<file path="config.mk">
export PLATFORM = sky130hd
export DESIGN_NAME = arith_pipe_nbit
export DESIGN_NICKNAME = d
export VERILOG_FILES = /design/src/rtl/arith_pipe_nbit.sv
export SDC_FILE = /design/constraint.sdc
export NUM_CORES = 1
export LEC_CHECK = 0
export BUFFER_PORTS_ARGS = -buffer_cell sky130_fd_sc_hd__buf_2
export CORE_MARGIN = 2
export CORE_UTILIZATION = 40
export DETAILED_ROUTE_END_ITERATION = 16
export PLACE_DENSITY_LB_ADDON = 0.3
export SETUP_SLACK_MARGIN = 0.15
export SYNTH_ARGS = -nofsm -noshare
export SYNTH_HDL_FRONTEND = slang
export SYNTH_SLANG_ARGS = --single-unit
</file>
<file path="constraint.sdc">
create_clock -name clk -period 4.3 [get_ports clk]
set_input_delay 0.86 -clock clk [delete_from_list [all_inputs] [get_ports clk]]
set_output_delay 0.86 -clock clk [all_outputs]
set_load 0.01 [all_outputs]
</file>
<file path="src/rtl/arith_pipe_nbit.sv">
// Pipelined N-bit adder/subtractor: the carry chain is cut into STAGES segments of N/STAGES bits,
// one register stage per segment, with a single global stall enable for valid/ready flow control.
module arith_pipe_nbit #(
  parameter int N      = 16,
  parameter int STAGES = 4
) (
  input  logic         clk,
  input  logic         rst,
  input  logic         valid_in,
  output logic         ready_out,
  input  logic [N-1:0] a_in,
  input  logic [N-1:0] b_in,
  input  logic         sub_in,
  output logic         valid_out,
  input  logic         ready_in,
  output logic [N-1:0] sum_out,
  output logic         carry_out,
  output logic         ovf_out
);

  localparam int W = N / STAGES;

  logic [N-1:0]      a_s   [STAGES];
  logic [N-1:0]      b_s   [STAGES];
  logic [N-1:0]      sum_s [STAGES];
  logic [STAGES-1:0] carry_s;
  logic [STAGES-1:0] valid_s;
  logic              ovf_s;
  logic              en;

  // Whole pipe advances together; bubbles are held in place while stalled.
  assign en        = ready_in | ~valid_s[STAGES-1];
  assign ready_out = en;

  for (genvar k = 0; k < STAGES; k++) begin : g_stage
    logic [N-1:0] a_i, b_i, s_i;
    logic         c_i, v_i;
    logic [W:0]   seg;
    logic [N-1:0] a_d, a_q, b_d, b_q, sum_d, sum_q;
    logic         carry_d, carry_q, valid_d, valid_q;

    if (k == 0) begin : g_src
      // Subtract as A + ~B + 1: invert B up front, sub_in is the stage-0 carry-in.
      assign a_i = a_in;
      assign b_i = b_in ^ {N{sub_in}};
      assign s_i = '0;
      assign c_i = sub_in;
      assign v_i = valid_in;
    end else begin : g_src
      assign a_i = a_s[k-1];
      assign b_i = b_s[k-1];
      assign s_i = sum_s[k-1];
      assign c_i = carry_s[k-1];
      assign v_i = valid_s[k-1];
    end

    always_comb begin
      seg     = {1'b0, a_i[k*W +: W]} + {1'b0, b_i[k*W +: W]} + (W+1)'(c_i);
      a_d     = a_q;
      b_d     = b_q;
      sum_d   = sum_q;
      carry_d = carry_q;
      valid_d = valid_q;
      if (en) begin
        valid_d = v_i;
        if (v_i) begin
          a_d               = a_i;
          a_d[k*W +: W]     = '0;
          b_d               = b_i;
          b_d[k*W +: W]     = '0;
          sum_d             = s_i;
          sum_d[k*W +: W]   = seg[W-1:0];
          carry_d           = seg[W];
        end
      end
    end

    always_ff @(posedge clk or posedge rst) begin
      if (rst) begin
        a_q     <= '0;
        b_q     <= '0;
        sum_q   <= '0;
        carry_q <= 1'b0;
        valid_q <= 1'b0;
      end else begin
        a_q     <= a_d;
        b_q     <= b_d;
        sum_q   <= sum_d;
        carry_q <= carry_d;
        valid_q <= valid_d;
      end
    end

    assign a_s[k]     = a_q;
    assign b_s[k]     = b_q;
    assign sum_s[k]   = sum_q;
    assign carry_s[k] = carry_q;
    assign valid_s[k] = valid_q;

    if (k == STAGES - 1) begin : g_ovf
      logic ovf_d, ovf_q;
      logic c_msb;

      // Carry into the MSB recovered from the MSB sum bit and its operand bits.
      assign c_msb = a_i[N-1] ^ b_i[N-1] ^ seg[W-1];

      always_comb begin
        ovf_d = ovf_q;
        if (en && v_i) ovf_d = c_msb ^ seg[W];
      end

      always_ff @(posedge clk or posedge rst) begin
        if (rst) ovf_q <= 1'b0;
        else     ovf_q <= ovf_d;
      end

      assign ovf_s = ovf_q;
    end
  end

  assign valid_out = valid_s[STAGES-1];
  assign sum_out   = sum_s[STAGES-1];
  assign carry_out = carry_s[STAGES-1];
  assign ovf_out   = ovf_s;

endmodule

</file>
Word level (Yosys, flattened, before mapping). Cells that the tools add are included.

Bits in registers: 97. Bits of input ports: 37. Output and inout port bits: 20. Logic and storage cells: 38.

Add/sub/neg operators: 8. Bitwise logic cells: 6. Reduce and logical (&&, ||, !) cells: 5.

Operators with widths (count): $add 4x4->5 (4); $add 5x1->5 (4); $xor 16x16->16 (1); $reduce_and 2->1 (4); $xor 1x1->1 (3); $logic_and 1x1->1 (1); $not 1->1 (1); $or 1x1->1 (1).

Longest topological paths before layout.
Depth after elaboration: 4. Mapped depth: 8. Gate-level depth less buffers: 7.

Worst setup path after synthesis. OpenSTA, ideal clock, no wires.

Path kind: input -> register. Start point: in sub_in. End point: reg g_stage[0].sum_q[3]. Library setup time: 0.125 ns. Data arrival time: 2.365 ns. Data required time: 4.175 ns. Path slack: 1.811 ns. Cell stages on the path: 8. Path buffers: 2. Path through: buf_6 buf_2 xor2_1 ha_1 a21o_1 a31oi_4 xnor2_1 mux2_2.

Word-level cells in the longest chain between the ends: 3.

RTL lines: start: declaration (line 13) `input logic sub_in,`; $xor 16x16->16 (line 45) `assign b_i = b_in ^ {N{sub_in}};`; $add 4x4->5 (line 58) `seg = {1'b0, a_i[k*W +: W]} + {1'b0, b_i[k*W +: W]} + (W+1)'(c_i);`; $add 5x1->5 * (line 58); end signal: assignment (line 88) `sum_q <= sum_d;`; end: declaration (line 39) `logic [N-1:0] a_d, a_q, b_d, b_q, sum_d, sum_q;`.

Every way passes the cells marked *; elsewhere a longest branch is shown, timed or not. A chain may end at the register's enable or synchronous reset.

Worst setup path after layout.
Start point: in ready_in. End point: reg g_stage[1].b_q[13].

Word-level cells in the longest chain between the ends: 2.

RTL lines: start: declaration (line 15) `input logic ready_in,`; $or 1x1->1 (line 32) `assign en = ready_in | ~valid_s[STAGES-1];`; $reduce_and 2->1 (no source line); end signal: assignment (line 81) `b_q <= '0;`; end signal: assignment (line 87) `b_q <= b_d;`; end: declaration (line 39).

No other way between the ends.

==> flow_metrics.tcl <==
set metrics [dict create \
    status "complete, no violations" \
    routedWlPerCell_um 13.6 \
    startpoint_type "input port" \
    synth_top_area_share_pct 57.2 \
    cts.clk_slew.worst_paths_ns 0.09 \
    drive_gt1_share_pct 38.2 \
    synthArstFlopShare_pct 100 \
    dr_total_vias 2391 \
    crit_start "ready_in" \
    critical_path.cell_chain "buf_2 -> nor2b_4 -> clkinv_1 -> nand2_1 -> mux2_2" \
    synth.area.top_cells "dfrtp_1, mux2_2, ha_1" \
    die_h_um 107 \
    via_per_inst 4.66 \
    min_path_type "flip-flop to flip-flop" \
    gp_congestion 0.706 \
    post_cts_buffers 0 \
    cts_max_path_buffers 2 \
    synth-simple-area-share_pct 4.18 \
    ys_ff_latch 97 \
    fmax_mhz 428 \
    cts_root_buf "clkbuf_8" \
    grt_pass1_vias 2457 \
    drtPass1Iterations 3 \
    grt_max_degree 86 \
    clk_latency_ns 0.36 \
    port_buffers 56 \
    ir_worst_vdd_v 0.000268 \
    cp_max_fo 28 \
    crit_type "input port to flip-flop" \
    dieArea_um2 11500 \
    setup_violations 0 \
    grt_pass1_wl_mm 11.9 \
    slowest_delay_ns 0.86 \
    reg2reg_from "g_stage[2].a_q[12]$_DFFE_PP0P_" \
    grt_antenna_before_repair 0 \
    synthTopCellsByCount "dfrtp_1, mux2_2, nand2_1, o21ai_0, xnor2_1" \
    r2r_setup_slack_ns 2.20 \
    fillers 952 \
    dieWidth_um 107 \
    synth_fa_ha_area_share_pct 6.84 \
    crit_buf_inv 2 \
    drtIter0Drc 44 \
    wl_mm 6.96 \
    cp.arrival_ns 2.59 \
    start_util_pct 41.1 \
    antennaDiodeCount 0 \
    synth-xor-area-share_pct 4.95 \
    critPathTopFamily "simple AND/OR/NAND/NOR gates" \
    min_from "sum_out[14]$_DFFE_PP0P_" \
    period_share_pct 54.4 \
    drv_cap 0 \
    synth_top_family_by_area "multiplexers" \
    rsz0062_at_grt "no" \
    synth_cell_types 26 \
    synth-edff-count 0 \
    coreArea_um2 10300 \
    finClkSkew_ns 0.00905 \
    crit_slowest_cell "nand2_1" \
    power_density_nw_per_um2 704 \
    finalWorstSetupSlack_ns 1.96 \
    finalCriticalPeriod_ns 2.34 \
    ctsHoldBuffers 0 \
    power.total_uw 3410 \
    syn_avg_cell_area_um2 13.4 \
    slew_headroom_pct 25.4 \
    track_usage_pct 13.6 \
    syn_area_um2 4250 \
    htree_levels 3 \
    leakage_uw 0.00228 \
    overflow 0 \
    cts_made_buffers 9 \
    yosysMostFrequentCell "dfrtp_1" \
    ctsResizeCount 0 \
    cp.required_ns 4.55 \
    clock-sinks 97 \
    core.rowCount 37 \
    ys_warn_count 0 \
    cp-end-kind "flip-flop" \
    timing.setup.tns_ns 0 \
    tightest_slew_ns 1.12 \
    synth-main-ff-cell "dfrtp_1" \
    drc 0 \
    synth_area_leader_cell "dfrtp_1" \
    hold_ws_ns 0.478 \
    ys_seq_area_share_pct 57.2 \
    synth_nets 373 \
    yosys-mux-area-fraction_pct 17.6 \
    dp_hpwl_mm 4.84 \
    area_delta_synth_final_pct 14.1 \
    hold_viol_final 0 \
    ant_nets 0 \
    io_pins 57 \
    synth-compound-area-share_pct 6.10 \
    slew_viol_final 0 \
    cts_tree "built" \
    fin_nets 429 \
    place_worst_setup_slack_ns 1.54 \
    synthCells 317 \
]
==> per-layer routing <==
layer	global-route usage, %	vias up	part of all wire [%]
li1	-	1184	-
met5	0	-	0
met4	6.96	0	2.4
met2	21.7	44	47
met1	17.6	1152	46
met3	2.55	11	4.0
==> cell usage in the layout, fill, tap and decap left out, types with 6 or more instances in the layout <==
cell type / n
dfrtp_1: 97
mux2_2: 65
buf_2: 56
nand2_1: 33
o21ai_0: 26
xnor2_1: 15
ha_1: 12
inv_1: 11
clkbuf_8: 10
xor2_1: 9
a21oi_1: 8
fa_1: 7
a21o_1: 6
==> worst min-delay path: cells and delay by family, from the launching register on <==
| kind | cells | cell delay [ns] |
|---|---|---|
| AOI/OAI and AO/OA | 1 | 0.06 |
| DFF | 1 | 0.35 |
| and+or+nand+nor | 1 | 0.05 |
==> metrics by stage <==
stage	std cells	util, %	cell area, um2
after global placement	498	44.8	4630
after detailed placement	498	44.8	4630
after floorplan	317	-	4250
final	513	46.9	4850
after CTS	513	46.9	4850
after global routing	513	46.9	4850
==> cell type report <==
type / count / area, um2 / area share (%)
clock buffer: 10 / 138 / 2.84
clock inverter: 5 / 80.1 / 1.65
inverter: 13 / 51.3 / 1.06
multi-input combinational: 194 / 1680 / 34.8
sequential: 97 / 2430 / 50.1
tap: 136 / 170 / 3.51
timing repair buffer: 58 / 295 / 6.09
==> final timing paths <==
check                      depth (start not counted)                             end
hold reg to reg                                    2         sum_out[14]$_DFFE_PP0P_
max in group asynchronous                          3          sum_out[4]$_DFFE_PP0P_
min in group asynchronous                          2          sum_out[9]$_DFFE_PP0P_
hold / removal                                     2         sum_out[14]$_DFFE_PP0P_
setup / recovery                                   5  g_stage[1].b_q[13]$_DFFE_PP0P_
setup reg to reg                                   6             ovf_out$_DFFE_PP0P_
==> logic make-up (layout without fill, tap and decap cells) <==
logic type,count (synthesis),count (layout)
buf+inv,26,86
compound gates,44,44
fa+ha+maj,19,19
xor+xnor,24,24
simple gates,41,41
flops,97,97
mux,66,66
==> flip-flops by register name, summed over array words and instances (netlist names) <==
register / count
sum_out: 16
g_stage.sum_q: 24
carry_out: 1
g_stage.b_q: 24
g_stage.valid_q: 3
g_stage.a_q: 24
ovf_out: 1
valid_out: 1
g_stage.carry_q: 3
==> report_power, final <==
group	internal [uW]	leakage, uW	switching (uW)	total (uW)
clock	339	0.000104	296	635
sequential	1320	0.00117	218	1540
combinational	670	0.00101	571	1240
total	2330	0.00228	1090	3410
No activity file was read; power rests on OpenSTA's default activity.
